--- src/rtl/ex_p2s_fifo_if.sv ---
// ex_p2s_fifo_if: command queue and serial frame bus of the p2s transmitter
interface ex_p2s_fifo_if #(parameter int ADDR_W = 8, DATA_W = 8, DEPTH = 4);
    logic                   cmd;
    logic                   rnw;
    logic [ADDR_W-1:0]      addr;
    logic [DATA_W-1:0]      data_in;
    logic                   busy;
    logic [$clog2(DEPTH):0] level;
    logic                   drop;
    logic                   sdata;
    logic                   svalid;
    logic                   sdone;
    modport master (output cmd, rnw, addr, data_in, input busy, level, drop, sdata, svalid, sdone);
    modport slave (input cmd, rnw, addr, data_in, output busy, level, drop, sdata, svalid, sdone);
endinterface

--- src/rtl/ex_p2s_fifo.sv ---
// ex_p2s_fifo: queued commands serialised MSB-first as preamble/rnw/addr/field/CRC frames
module ex_p2s_fifo #(
    parameter int                ADDR_W    = 8,
    parameter int                DATA_W    = 8,
    parameter int                DEPTH     = 4,
    parameter int                PRE_W     = 4,
    parameter logic [PRE_W-1:0]  PREAMBLE  = 4'hA,
    parameter logic [DATA_W-1:0] RD_FILLER = 8'h5A,
    parameter int                CRC_W     = 4,
    parameter logic [CRC_W-1:0]  CRC_POLY  = 4'h3,
    parameter logic [CRC_W-1:0]  CRC_INIT  = 4'hF,
    parameter int                GAP       = 0
) (
    input logic         clk,
    input logic         rst_n,
    ex_p2s_fifo_if.slave bus
);
    localparam int EW = 1 + ADDR_W + DATA_W;
    localparam int PW = PRE_W + EW;
    localparam int F  = PW + CRC_W;
    localparam int AW = $clog2(DEPTH);
    localparam int CW = $clog2(F);
    localparam int GW = GAP > 1 ? $clog2(GAP) : 1;

    typedef enum logic [1:0] {S_IDLE, S_SHIFT, S_GAP} state_t;
    state_t state, state_n;

    logic [EW-1:0]    mem [DEPTH];
    logic [AW-1:0]    wp, rp;
    logic [PW-1:0]    sh;
    logic [CRC_W-1:0] crc, crc_upd;
    logic [CW-1:0]    bit_cnt;
    logic [GW-1:0]    gap_cnt;
    logic [AW:0]      level_n;
    logic             push, pop, last, fb;

    assign push    = bus.cmd && !bus.busy;
    assign last    = bit_cnt == CW'(F - 1);
    assign fb      = sh[PW-1] ^ crc[CRC_W-1];
    assign crc_upd = {crc[CRC_W-2:0], 1'b0} ^ (fb ? CRC_POLY : '0);
    assign level_n = bus.level + (AW+1)'(push) - (AW+1)'(pop);

    always_ff @(posedge clk) begin
        if (push) mem[wp] <= {bus.rnw, bus.addr, bus.rnw ? RD_FILLER : bus.data_in};
    end

    always_ff @(posedge clk or negedge rst_n) begin
        if (!rst_n) begin
            state     <= S_IDLE;
            wp        <= '0;
            rp        <= '0;
            sh        <= '0;
            crc       <= '0;
            bit_cnt   <= '0;
            gap_cnt   <= '0;
            bus.level <= '0;
            bus.busy  <= 1'b0;
            bus.drop  <= 1'b0;
        end else begin
            state     <= state_n;
            bus.level <= level_n;
            bus.busy  <= level_n == (AW+1)'(DEPTH);
            bus.drop  <= bus.cmd && bus.busy;
            gap_cnt   <= state == S_GAP ? gap_cnt + GW'(1) : '0;
            if (push) wp <= wp + AW'(1);
            if (pop) begin
                rp      <= rp + AW'(1);
                sh      <= {PREAMBLE, mem[rp]};
                crc     <= CRC_INIT;
                bit_cnt <= '0;
            end else if (state == S_SHIFT) begin
                sh      <= sh << 1;
                bit_cnt <= bit_cnt + CW'(1);
                // preamble leaves the CRC alone; once payload is done the CRC itself is shifted out
                crc     <= bit_cnt < CW'(PRE_W) ? crc : bit_cnt < CW'(PW) ? crc_upd : crc << 1;
            end
        end
    end

    always_comb begin
        state_n    = state;
        pop        = 1'b0;
        bus.sdata  = 1'b0;
        bus.svalid = 1'b0;
        bus.sdone  = 1'b0;
        case (state)
            S_IDLE: begin
                pop     = |bus.level;
                state_n = pop ? S_SHIFT : S_IDLE;
            end
            S_SHIFT: begin
                bus.svalid = 1'b1;
                bus.sdata  = bit_cnt < CW'(PW) ? sh[PW-1] : crc[CRC_W-1];
                bus.sdone  = last;
                if (last) begin
                    pop     = GAP == 0 && |bus.level;
                    state_n = GAP > 0 ? S_GAP : pop ? S_SHIFT : S_IDLE;
                end
            end
            S_GAP: begin
                if (gap_cnt == GW'(GAP - 1)) begin
                    pop     = |bus.level;
                    state_n = pop ? S_SHIFT : S_IDLE;
                end
            end
            default: state_n = S_IDLE;
        endcase
    end
endmodule

--- src/flat_wrapper.sv ---
// flat-port wrapper written by rule: the top's interface ports become plain ports
module ex_p2s_fifo_flat 
#(
    parameter int                ADDR_W    = 8,
    parameter int                DATA_W    = 8,
    parameter int                DEPTH     = 4,
    parameter int                PRE_W     = 4,
    parameter logic [PRE_W-1:0]  PREAMBLE  = 4'hA,
    parameter logic [DATA_W-1:0] RD_FILLER = 8'h5A,
    parameter int                CRC_W     = 4,
    parameter logic [CRC_W-1:0]  CRC_POLY  = 4'h3,
    parameter logic [CRC_W-1:0]  CRC_INIT  = 4'hF,
    parameter int                GAP       = 0
)
  (clk, rst_n, bus_cmd, bus_rnw, bus_addr, bus_data_in, bus_busy, bus_level, bus_drop, bus_sdata, bus_svalid, bus_sdone);
  ex_p2s_fifo_if #(.ADDR_W(ADDR_W), .DATA_W(DATA_W), .DEPTH(DEPTH)) bus_i ();
  input logic clk;
  input logic rst_n;
  input wire logic [$bits(bus_i.cmd)-1:0] bus_cmd;
  input wire logic [$bits(bus_i.rnw)-1:0] bus_rnw;
  input wire logic [$bits(bus_i.addr)-1:0] bus_addr;
  input wire logic [$bits(bus_i.data_in)-1:0] bus_data_in;
  output wire logic [$bits(bus_i.busy)-1:0] bus_busy;
  output wire logic [$bits(bus_i.level)-1:0] bus_level;
  output wire logic [$bits(bus_i.drop)-1:0] bus_drop;
  output wire logic [$bits(bus_i.sdata)-1:0] bus_sdata;
  output wire logic [$bits(bus_i.svalid)-1:0] bus_svalid;
  output wire logic [$bits(bus_i.sdone)-1:0] bus_sdone;
  assign bus_i.cmd = bus_cmd;
  assign bus_i.rnw = bus_rnw;
  assign bus_i.addr = bus_addr;
  assign bus_i.data_in = bus_data_in;
  assign bus_busy = bus_i.busy;
  assign bus_level = bus_i.level;
  assign bus_drop = bus_i.drop;
  assign bus_sdata = bus_i.sdata;
  assign bus_svalid = bus_i.svalid;
  assign bus_sdone = bus_i.sdone;
  ex_p2s_fifo #(.ADDR_W(ADDR_W), .DATA_W(DATA_W), .DEPTH(DEPTH), .PRE_W(PRE_W), .PREAMBLE(PREAMBLE), .RD_FILLER(RD_FILLER), .CRC_W(CRC_W), .CRC_POLY(CRC_POLY), .CRC_INIT(CRC_INIT), .GAP(GAP)) u_core (.clk(clk), .rst_n(rst_n), .bus(bus_i));
endmodule
--- config.mk ---
export PLATFORM = sky130hd
export DESIGN_NAME = ex_p2s_fifo_flat
export DESIGN_NICKNAME = d
export VERILOG_FILES = /design/src/rtl/ex_p2s_fifo_if.sv /design/src/rtl/ex_p2s_fifo.sv /design/src/flat_wrapper.sv
export SDC_FILE = /design/constraint.sdc
export NUM_CORES = 1
export LEC_CHECK = 0
export BUFFER_PORTS_ARGS = -buffer_cell sky130_fd_sc_hd__buf_2
export CORE_MARGIN = 5
export CORE_UTILIZATION = 55
export CTS_CLUSTER_SIZE = 25
export DETAILED_ROUTE_END_ITERATION = 8
export HOLD_SLACK_MARGIN = 0.05
export PLACE_DENSITY = 0.73
export SLEW_MARGIN = 0
export SYNTH_ARGS = -nofsm -noshare
export SYNTH_HDL_FRONTEND = slang
export SYNTH_SLANG_ARGS = --single-unit
export TNS_END_PERCENT = 1
--- constraint.sdc ---
create_clock -name clk -period 3.3 [get_ports clk]
set_input_delay 0.99 -clock clk [delete_from_list [all_inputs] [get_ports clk]]
set_output_delay 0.99 -clock clk [all_outputs]
set_load 0.02 [all_outputs]
# After elaboration in Yosys (flattened, before gate mapping)
# Memories as Yosys holds them, arrays and structs flattened.
# Index checks and enable logic that the tools add are counted.
[op_classes] add_sub_neg=6 n_mul=0 div=0 order_cmp=2 n_eq_ne=7 n_shift=0 n_mux=24 n_bitwise=2 n_reduce_logical=8
[op_table] cell="$mux 21" count=2
[op_table] cell="$mux 4" count=4
[op_table] cell="$mux 1" count=10
[op_table] cell="$mux 5" count=2
[op_table] cell="$mux 8" count=1
[op_table] cell="$mux 2" count=3
[op_table] cell="$ne 2x1->1 const B" count=3
[op_table] cell="$pmux 2 s3" count=1
[op_table] cell="$add 5x1->5 const B" count=1
[op_table] cell="$eq 5x5->1 const B" count=1
[op_table] cell="$lt 5x3->1 const B" count=1
[op_table] cell="$lt 5x5->1 const B" count=1
[op_table] cell="$add 2x1->2 const B" count=2
[op_table] cell="$reduce_and 2->1" count=2
[op_table] cell="$xor 4x4->4" count=1
[op_table] cell="$add 3x1->3" count=1
[op_table] cell="$eq 3x3->1 const B" count=1
[op_table] cell="$pmux 1 s3" count=1
[op_table] cell="$reduce_or 3->1" count=1
[op_table] cell="$sub 3x1->3" count=1
[op_table] cell="$eq 2x1->1 const B" count=1
[op_table] cell="$eq 2x2->1 const B" count=1
[op_table] cell="$logic_and 1x1->1" count=2
[op_table] cell="$logic_not 2->1" count=1
[op_table] cell="other kinds (4)" count=4
[totals] reg_bits=42 latchBits=0 ramBits=68 rom_bits=0 word_cells=60 memories=1
[memory_table] name="u_core.mem" depth=4 word_bits=17 read_ports=1 rd_ports_with_merged_regs=0 write_ports=1 line="ex_p2s_fifo.sv:28" text="logic [EW-1:0] mem [DEPTH];"

# Longest topological paths before layout
# Gate-level depths: netlist of run 1.
[depth] depth_word=7 ltp_mapped=12 depth_no_buf=11

# Worst setup path after synthesis of run 1
# No wires, ideal clock.
[synth_timing] kind="reg2reg" from="register u_core.bus.level[1]" to="register u_core.bus.busy" arrival_ns=2.448 required_time_ns=3.212 setup_slack_ns=0.764 stages_incl_launch_ff=11 n_path_buf=1 synth_period_minus_slack_ns=2.536 cell_sequence="dfrtp_1 -> or3_1 -> o21ai_2 -> inv_2 -> buf_2 -> ha_1 -> inv_1 -> ha_1 -> fa_1 -> xnor2_1 -> nor3b_1"
[synth_between] elab_chain_cells=5 elab_cells_between_ends=7
[synth_rtl] item="from (decl)" line="ex_p2s_fifo_if.sv:14" text="modport slave (input cmd, rnw, addr, data_in, output busy, level, drop, sdata, svalid, sdone);"
[synth_rtl] item="from (signal assigned)" line="ex_p2s_fifo.sv:61" text="bus.level <= level_n;"
[synth_rtl] item="$reduce_or 3->1 *" line="ex_p2s_fifo.sv:88, ex_p2s_fifo.sv:96, ex_p2s_fifo.sv:102"
[synth_rtl] item="$mux 1, on equally long branches" line="ex_p2s_fifo.sv:101, ex_p2s_fifo.sv:95"
[synth_rtl] item="$pmux 1 s3 *" line="ex_p2s_fifo.sv:86" text="case (state)"
[synth_rtl] item="named net u_core.pop" line="ex_p2s_fifo.sv:35" text="logic push, pop, last, fb;"
[synth_rtl] item="$sub 3x1->3 *" line="ex_p2s_fifo.sv:41" text="assign level_n = bus.level + (AW+1)'(push) - (AW+1)'(pop);"
[synth_rtl] item="named net u_core.level_n[2]" line="ex_p2s_fifo.sv:34" text="logic [AW:0] level_n;"
[synth_rtl] item="$eq 3x3->1 *" line="ex_p2s_fifo.sv:62" text="bus.busy <= level_n == (AW+1)'(DEPTH);"
[synth_rtl] item="to (signal assigned)" line="ex_p2s_fifo.sv:62"
[synth_rtl] item="to (decl)" line="ex_p2s_fifo_if.sv:14"
# The timed path passes the listed nets; every way through them passes the cells marked *.
# A chain may end at the register's enable or synchronous reset.

# Worst setup path in the final report of run 1
[layout_timing] from="register u_core.bit_cnt[3]" to="output bus_sdata"
[layout_between] elab_chain_cells=3
[layout_rtl] item="from (decl)" line="ex_p2s_fifo.sv:32" text="logic [CW-1:0] bit_cnt;"
[layout_rtl] item="from (signal assigned)" line="ex_p2s_fifo.sv:73" text="bit_cnt <= bit_cnt + CW'(1);"
[layout_rtl] item="$lt 5x5->1" line="ex_p2s_fifo.sv:93" text="bus.sdata = bit_cnt < CW'(PW) ? sh[PW-1] : crc[CRC_W-1];"
[layout_rtl] item="$mux 1" line="ex_p2s_fifo.sv:93"
[layout_rtl] item="$mux 1" line="ex_p2s_fifo.sv:86"
[layout_rtl] item="to (decl)" line="flat_wrapper.sv:26" text="output wire logic [$bits(bus_i.sdata)-1:0] bus_sdata;"
# No other way between the ends.

==> results of run 1 <==
## worst reg2reg max path: cells and delay by family, from the launching register on
family | cells | cell delay, ns
compound gates | 1 | 0.15
xor+xnor | 1 | 0.21
fa+ha+maj | 4 | 1.01
buf+inv | 3 | 0.18
flops | 1 | 0.40
simple gates | 2 | 0.46
## cell families after synthesis
logic type	share of synthesized area
and+or+nand+nor	0.124
DFF	0.688
buffers and inverters	0.0311
muxes	0.0888
AOI/OAI and AO/OA	0.0232
xor gates and xnor gates	0.0178
adders and majority gates	0.0272
## flip-flops by register name (all words and copies together) (netlist names)
register          cells
u_core.mem           68
u_core.state          1
u_core.bus.level      3
u_core.wp             2
u_core.rp             2
u_core.bit_cnt        5
u_core.bus.busy       1
u_core.sh            21
u_core.bus.drop       1
u_core.crc            4
## layout make-up
| cell class | instances | area [um^2] | area share |
|---|---|---|---|
| clock buffer | 9 | 124 | 0.0256 |
| clock inverter | 7 | 66.3 | 0.0137 |
| inverter | 10 | 37.5 | 0.00776 |
| multi-input combinational | 165 | 1240 | 0.257 |
| sequential | 108 | 3040 | 0.629 |
| tap | 102 | 128 | 0.0264 |
| timing repair buffer | 35 | 195 | 0.0404 |
## worst paths after layout
check                                   from             endpoint  slack (ns)  cells past startpoint
setup / recovery           u_core.bit_cnt[3]            bus_sdata        0.67                      4
hold / removal                 u_core.sh[16]        u_core.sh[16]        0.49                      2
setup reg to reg           u_core.bit_cnt[0]      u_core.bus.busy        0.80                     11
hold reg to reg                u_core.sh[16]        u_core.sh[16]        0.49                      2
max in group asynchronous              rst_n        u_core.sh[13]        2.00                      1
min in group asynchronous              rst_n  u_core.bus.level[1]        0.72                      1
## stage by stage
stage	total power, W	util
3_5_place_dp	0.00311	0.598
2_1_floorplan	0.00280	-
4_1_cts	0.00387	0.623
6_report	0.00382	0.623
5_1_grt	0.00407	0.623
3_3_place_gp	0.00305	0.598
## synthesized netlist by cell type (4+ instances only)
master / instances
buf_6: 4
xor2_1: 5
inv_1: 9
nand2_1: 46
a21oi_1: 5
buf_2: 4
ha_1: 8
or2_2: 4
and2_1: 6
nor2_1: 5
clkbuf_1: 4
o21ai_0: 4
edfxtp_1: 68
mux4_2: 17
nand3_1: 36
xnor2_1: 4
dfrtp_1: 40
nor2b_1: 5
## power by group through the flow
stage / sequential [W] / clock, W / combinational (W)
after detailed placement: 0.00205 / 0 / 0.00107
after global routing: 0.00206 / 0.000841 / 0.00117
after floorplan: 0.00198 / 0 / 0.000821
after global placement: 0.00202 / 0 / 0.00103
final: 0.00201 / 0.000764 / 0.00105
after CTS: 0.00202 / 0.000784 / 0.00107
## metal layers
layer,vias up,global-route usage,wire length [um]
met2,51,0.244,3540
met4,0,0.0473,104
met5,-,0,0
met1,1207,0.228,3410
li1,1140,-,-
met3,10,0.0421,316
==> results.ini, run 1 <==
[synth]
seq_area_frac_synth = 0.688
ys_ff_latch = 108
synth_flop_cell = edfxtp_1
yosysWarnings = 0
synth_top_area_cell = edfxtp_1
yosysUniqueCellTypes = 37
netlist.area_leader.share = 0.462
ys_async_sr_fraction = 0.370
syn_inst = 298
synth_nets = 327
synth-edff-count = 68
synth_area_leaders = edfxtp_1, dfrtp_1, mux4_2
avgSynthCellArea_um2 = 14.8
syn_area_um2 = 4420

[power_and_ir_drop]
vdd_drop_max_mv = 0.409
seqPwrFrac = 0.527
netSwitchingFraction = 0.325
p_sw_w = 0.00124
power_frac_comb = 0.274
clockPowerShare = 0.200
pwr_density_cell_nw_per_um2 = 791
p_leak_nw = 1.92
power.internal_w = 0.00258

[setup_path]
crit_arrival_ns = 1.64
critical-path-top-delay-family = flip-flops
cp_cell_sequence = nor3_1 > o21ai_0 > a21oi_1 > buf_2
cpPeakStageDelay_ns = 0.45
required_ns = 2.31
worst_path_max_delay_cell = dfrtp_1
critPathLaunchType = flip-flop
cp_max_fo = 6
crit_type = reg -> out
critical_path.endpoint_type = primary output
cp_num_buf_inv = 1

[drt]
viasPerCell = 5.52
drtIter0Drc = 113
drt-total-wl_um = 7370
drt-pass1-iter-count = 4
vias = 2408
route.detailed.drc = 0
wl_per_cell_um = 16.9
ant_nets = 0

[sta]
rsz0062_at_grt = no
max_freq_ghz = 0.380
holdWs_ns = 0.490
setup_viol = 0
worst_pin_slew_ns = 0.896
min_period_over_period = 0.797
drv_slew = 0
period_minus_slack_ns = 2.63
hold_viol = 0
setup_slack_ns = 0.669
timing.slew.headroom = 0.403
fin_setup_tns_ns = 0
fin_skew_ns = 0.0117

[cells_and_area]
antenna_cells = 0
area_delta_synth_final_pct = 9.34
fill_cells = 600
final_cell_mix = edfxtp_1, nand2_1, dfrtp_1
finalNetCount = 358
stdcell_count = 436
final_common_cell = edfxtp_1
final_cell_area_um2 = 4840
drive_gt1_frac = 0.225

[place]
io_buffer_count = 27
gp_congestion = 0.741
dp_cells = 420
dpl_worst_slack_ns = 0.716
dp_hpwl_um = 4630
dpl_cell_area_um2 = 4650

[floorplan]
die_area_um2 = 9940
rows = 32
die_x_um = 99.7
fp.coreArea_um2 = 7770
start_util = 0.569
fp.dieH_um = 99.7
io_pins = 28

[clocking]
post_cts.repair.setup_buffers = 0
clk_path_buf_depth = 2
root_buffer = clkbuf_8
cts_tree = yes
clk_pin_slew_worst_paths_ns = 0.10
htree_num_levels = 3
clock-sinks = 108
postCtsHoldBufs = 0
clk-insertion-delay-late_ns = 0.37
cts_resized = 0
cts_buffers = 9

[grt]
grt_pass1_vias = 2396
antenna_found_initial = 0
grt_use_total = 0.160
grt_pass1_wl_um = 12200
grt_max_degree = 41
grt-ovfl-total = 0

[flow_run]
cap_viol_max_count = 0

[worst_hold_path]
worstHoldPathType = reg -> reg

[outcome]
status = finished clean

Power figures use the tool's default switching activity.
==> run 2, diff against run 1 <==
CORE_UTILIZATION = 54   (was 55)
PLACE_DENSITY = 0.75   (was 0.73)
clock period = 2.3 ns   (was 3.3 ns; I/O delays follow)
==> run 2 against run 1 <==
Sequential share of layout area decreased by 3.0 points. Flip-flop and latch count unchanged. Register-to-register slack got worse by 0.74 ns. Setup slack got worse by 0.61 ns. Largest power group unchanged. Critical endpoint is now u_core.bus.busy. Critical path depth increased by 7. Global-route usage about the same. Via count increased by 1.5%. Core utilization increased by 0.47 points. First-iteration DRC count decreased by 19%. Critical path type is now reg -> reg. Total power increased by 54%.
==> results.ini, run 2 (synthesis gave the netlist of run 1 again) <==
[outcome]
status = finished clean

[floorplan]
start_util = 0.547
die_x_um = 101
io_pins = 28
fp.coreArea_um2 = 8090
fp.dieH_um = 101
die_area_um2 = 10100
rows = 33

[worst_hold_path]
worstHoldPathType = in -> async

[setup_path]
cp_max_fo = 3
cpPeakStageDelay_ns = 0.37
worst_path_max_delay_cell = dfrtp_1
critical_path.endpoint_type = flip-flop
critPathLaunchType = flip-flop
cp-endpoint = u_core.bus.busy
ff2ff_setup_slack_ns = 0.06
crit_top_cell = inv_2
reg2reg_depth = 11
cp_cell_sequence = inv_2 > ha_2 > and4b_1 > o21ai_2 > inv_2 > ha_4 > inv_2 > ha_4 > fa_2 > xnor2_2 > nor3b_2
reg2reg_from = u_core.bit_cnt[0]
crit_type = reg -> reg
required_ns = 2.58
r2r_end = u_core.bus.busy
cp-startpoint = u_core.bit_cnt[0]
crit_arrival_ns = 2.52

[grt]
antenna_found_initial = 0
grt-ovfl-total = 0
grt_pass1_wl_um = 12400
grt_pass1_vias = 2519
grt_max_degree = 41
grt_use_total = 0.160

[power_and_ir_drop]
pwr_density_cell_nw_per_um2 = 1160
clockPowerShare = 0.204
power.total_w = 0.00589
seqPwrFrac = 0.477
netSwitchingFraction = 0.313
p_leak_nw = 2.01
power_frac_comb = 0.319
p_sw_w = 0.00184
vdd_drop_max_mv = 0.499
power.internal_w = 0.00405

[clocking]
clk_pin_slew_worst_paths_ns = 0.10
root_buffer = clkbuf_8
cts_tree = yes
clk-insertion-delay-late_ns = 0.36
clk_path_buf_depth = 2
cts_buffers = 9
htree_num_levels = 3
clock-sinks = 108
postCtsHoldBufs = 0

[drt]
drt-total-wl_um = 7480
route.detailed.drc = 0
viasPerCell = 5.42
vias = 2444
ant_nets = 0
drt-pass1-iter-count = 4
wl_per_cell_um = 16.6
drtIter0Drc = 92

[cells_and_area]
antenna_cells = 0
fill_cells = 624
area_delta_synth_final_pct = 14.8
fin_util = 0.627
top_regs = u_core.mem x68, u_core.sh x21, u_core.bit_cnt x5
final_cell_mix = edfxtp_1, nand2_1, dfrtp_1
final_common_cell = edfxtp_1
finalNetCount = 370
drive_gt1_frac = 0.286
top_register = u_core.mem
final_cell_area_um2 = 5080
largest_reg_flops = 68

[place]
dp_hpwl_um = 4820
gp_congestion = 0.775
dpl_cell_area_um2 = 4820
dpl_worst_slack_ns = 0.0467
io_buffer_count = 27

[sta]
worst_pin_slew_ns = 0.517
hold_viol = 0
min_period_over_period = 0.974
max_freq_ghz = 0.446
setup_viol = 0
timing.slew.headroom = 0.655
holdWs_ns = 0.366
period_minus_slack_ns = 2.24
fin_skew_ns = 0.00804
rsz0062_at_grt = yes
drv_slew = 0
setup_slack_ns = 0.0589

[flow_run]
cap_viol_max_count = 0

## run 2: cell count changes in the layout (fill, tap and decap cells not counted), sizes merged
cell    delta
buf       +12
bufinv     +1
clkbuf     +1
clkinv     -1
inv        -1
## run 2: cell type report
cell class              instances  area (um^2)  share of cell area
clock buffers                  10          138              0.0271
well taps                     105          131              0.0259
multi-input cells             165         1310               0.258
clock inverters                 6         78.8              0.0155
inverters                      10         37.5             0.00739
flip-flops and latches        108         3040               0.600
repair buffers                 47          338              0.0666
## run 2: worst max-delay path: cells and delay by family, from the launching register on
| kind | cells | cell delay (ns) |
|---|---|---|
| DFF | 1 | 0.37 |
| xor gates and xnor gates | 1 | 0.17 |
| and+or+nand+nor | 2 | 0.42 |
| adders and majority gates | 4 | 0.91 |
| buffers and inverters | 3 | 0.15 |
| AOI/OAI and AO/OA | 1 | 0.15 |
## run 2: layer usage
layer,vias to the layer above,global-route usage,wire length (um),share of wire
met5,-,0,0,0
met4,0,0.0653,102,0.014
met3,8,0.0339,368,0.049
met2,54,0.266,3910,0.52
met1,1213,0.205,3110,0.41
li1,1169,-,-,-
## run 2: how the worst min path moves through the flow
stage / start / to / slack (ns) / cells past startpoint
floorplan: rst_n / u_core.bit_cnt[0] / 0.39 / 0
global placement: u_core.sh[11] / u_core.sh[11] / 0.46 / 2
detailed placement: u_core.sh[12] / u_core.sh[12] / 0.47 / 2
CTS: rst_n / u_core.state[0] / 0.38 / 2
global route: rst_n / u_core.sh[20] / 0.41 / 2
finish: rst_n / u_core.crc[0] / 0.37 / 2
## run 2: timing repair
action | in CTS | in global routing
setup buffers | 0 | 2
cloned | 0 | 0
resized for setup | 2 | 5
setup endpoints to repair | 1 | 2
pin swaps | 0 | 4
## run 2: power groups by stage
stage / logic (W) / registers [W] / clock network (W)
floorplan: 0.00123 / 0.00285 / 0
global placement: 0.00179 / 0.00281 / 0
detailed placement: 0.00184 / 0.00285 / 0
CTS: 0.00186 / 0.00281 / 0.00123
global route: 0.00208 / 0.00287 / 0.00131
finish: 0.00188 / 0.00281 / 0.00120
## run 2: stage by stage
| step | setup TNS (ns) | cells |
|---|---|---|
| floorplan | -0.0977 | 298 |
| detailed placement | 0 | 433 |
| finish | 0 | 451 |
| global placement | 0 | 433 |
| global route | -0.0461 | 451 |
| CTS | 0 | 449 |
==> run 3, diff against run 2 <==
CORE_MARGIN = not set   (was 5)
==> run 3 against run 2 <==
Combinational power is 2% higher. Maximum frequency is 0.21% higher. Worst hold slack got worse by 0.0041 ns. Sequential share of layout area is 0.074 points lower. Core utilization up 2.4 points. Highest routed layer unchanged.
==> results.ini, run 3 (synthesis gave the netlist of run 1 again) <==
[grt]
grt_max_degree = 41
antenna_found_initial = 0
grt-ovfl-total = 0
grt_pass1_vias = 2500
grt_pass1_wl_um = 12600
grt_use_total = 0.198

[drt]
drt-pass1-iter-count = 6
ant_nets = 0
drtIter0Drc = 171
vias = 2473
drt-total-wl_um = 7480
viasPerCell = 5.50
wl_per_cell_um = 16.6
route.detailed.drc = 0

[clocking]
cts_tree = yes
postCtsHoldBufs = 0
clk_path_buf_depth = 2
root_buffer = clkbuf_8
cts_buffers = 9
clk-insertion-delay-late_ns = 0.37
clock-sinks = 108
clk_pin_slew_worst_paths_ns = 0.11
htree_num_levels = 3

[flow_run]
cap_viol_max_count = 0

[cells_and_area]
final_common_cell = edfxtp_1
top_register = u_core.mem
largest_reg_flops = 68
top_regs = u_core.mem x68, u_core.sh x21, u_core.bit_cnt x5
area_delta_synth_final_pct = 14.9
finalNetCount = 372
final_cell_mix = edfxtp_1, nand2_1, dfrtp_1
fill_cells = 559
drive_gt1_frac = 0.290
antenna_cells = 0

[setup_path]
critical_path.endpoint_type = flip-flop
required_ns = 2.56
reg2reg_from = u_core.bit_cnt[1]
critPathLaunchType = flip-flop
ff2ff_setup_slack_ns = 0.06
crit_arrival_ns = 2.50
cp_max_fo = 3
cp-startpoint = u_core.bit_cnt[1]
crit_type = reg -> reg

[power_and_ir_drop]
pwr_density_cell_nw_per_um2 = 1170
power.internal_w = 0.00406
netSwitchingFraction = 0.315
vdd_drop_max_mv = 0.613
p_sw_w = 0.00187
power_frac_comb = 0.324
p_leak_nw = 2.01
seqPwrFrac = 0.469
clockPowerShare = 0.207

[sta]
fin_skew_ns = 0.0132
period_minus_slack_ns = 2.24
max_freq_ghz = 0.447
setup_slack_ns = 0.0635
timing.slew.headroom = 0.657
hold_viol = 0
setup_viol = 0
rsz0062_at_grt = yes
fin_setup_tns_ns = 0
worst_pin_slew_ns = 0.514
drv_slew = 0
min_period_over_period = 0.972

[floorplan]
die_area_um2 = 8560
fp.coreArea_um2 = 7810
die_x_um = 92.5
fp.dieH_um = 92.5
io_pins = 28
rows = 32
start_util = 0.567

[place]
io_buffer_count = 27
dpl_worst_slack_ns = 0.0595
gp_congestion = 0.720
dp_hpwl_um = 4480

[worst_hold_path]
worstHoldPathType = in -> async

[outcome]
status = finished clean

## run 3: cell count changes in the layout (fill, tap and decap cells not counted), sizes merged
cell    previous run  this run
clkinv             2         1
buf               47        49
inv               13        14
## run 3: layout make-up
class / instances / area [um^2] / share of cell area
clock inverters: 6 / 76.3 / 0.0150
well taps: 102 / 128 / 0.0251
clock buffers: 10 / 138 / 0.0271
multi-input cells: 165 / 1310 / 0.257
inverters: 10 / 37.5 / 0.00739
repair buffers: 49 / 353 / 0.0694
flip-flops and latches: 108 / 3040 / 0.599
## run 3: metal layers
layer | share of wire | up-vias | global-route usage
met5 | 0 | - | 0
met4 | 0.024 | 0 | 0.0911
met3 | 0.030 | 12 | 0.0296
met2 | 0.50 | 54 | 0.327
met1 | 0.44 | 1238 | 0.262
li1 | - | 1169 | -
## run 3: repair_timing
action | in CTS | in global routing
setup buffers | 0 | 3
pin swaps | 0 | 2
setup endpoints to repair | 1 | 3
gates resized for setup | 2 | 4
gates cloned | 0 | 0
## run 3: worst paths after layout
| check | cells past startpoint | endpoint |
|---|---|---|
| max in group asynchronous | 2 | u_core.bus.level[1] |
| min in group clk | 2 | u_core.sh[5] |
| hold reg to reg | 2 | u_core.sh[5] |
| setup reg to reg | 11 | u_core.bus.busy |
| setup / recovery | 11 | u_core.bus.busy |
| hold / removal | 2 | u_core.crc[1] |
## run 3: power groups by stage
stage,logic [W],registers [W],clock network [W]
finish,0.00192,0.00278,0.00123
global route,0.00213,0.00283,0.00132
CTS,0.00190,0.00278,0.00123
detailed placement,0.00187,0.00282,0
global placement,0.00181,0.00279,0
floorplan,0.00123,0.00285,0
## run 3: worst max-delay path, cell delays in order, from the launching register on
cell,delay (ns)
dfrtp_1,0.36
inv_1,0.05
ha_2,0.16
and4b_2,0.25
o21ai_2,0.15
inv_2,0.07
ha_4,0.26
inv_2,0.04
ha_4,0.14
fa_2,0.34
xnor2_2,0.14
nor3b_2,0.16
## run 3: metrics by stage
step           instance area, um^2   util  power, W  hold slack (ns)  std cells
5_1_grt                       5080  0.651   0.00628            0.401        450
3_3_place_gp                  4820  0.618   0.00460            0.460        431
6_report                      5080  0.651   0.00593            0.362        450
4_1_cts                       5040  0.646   0.00591            0.379        447
2_1_floorplan                 4470      -   0.00408            0.394        298
3_5_place_dp                  4820  0.618   0.00469            0.467        431
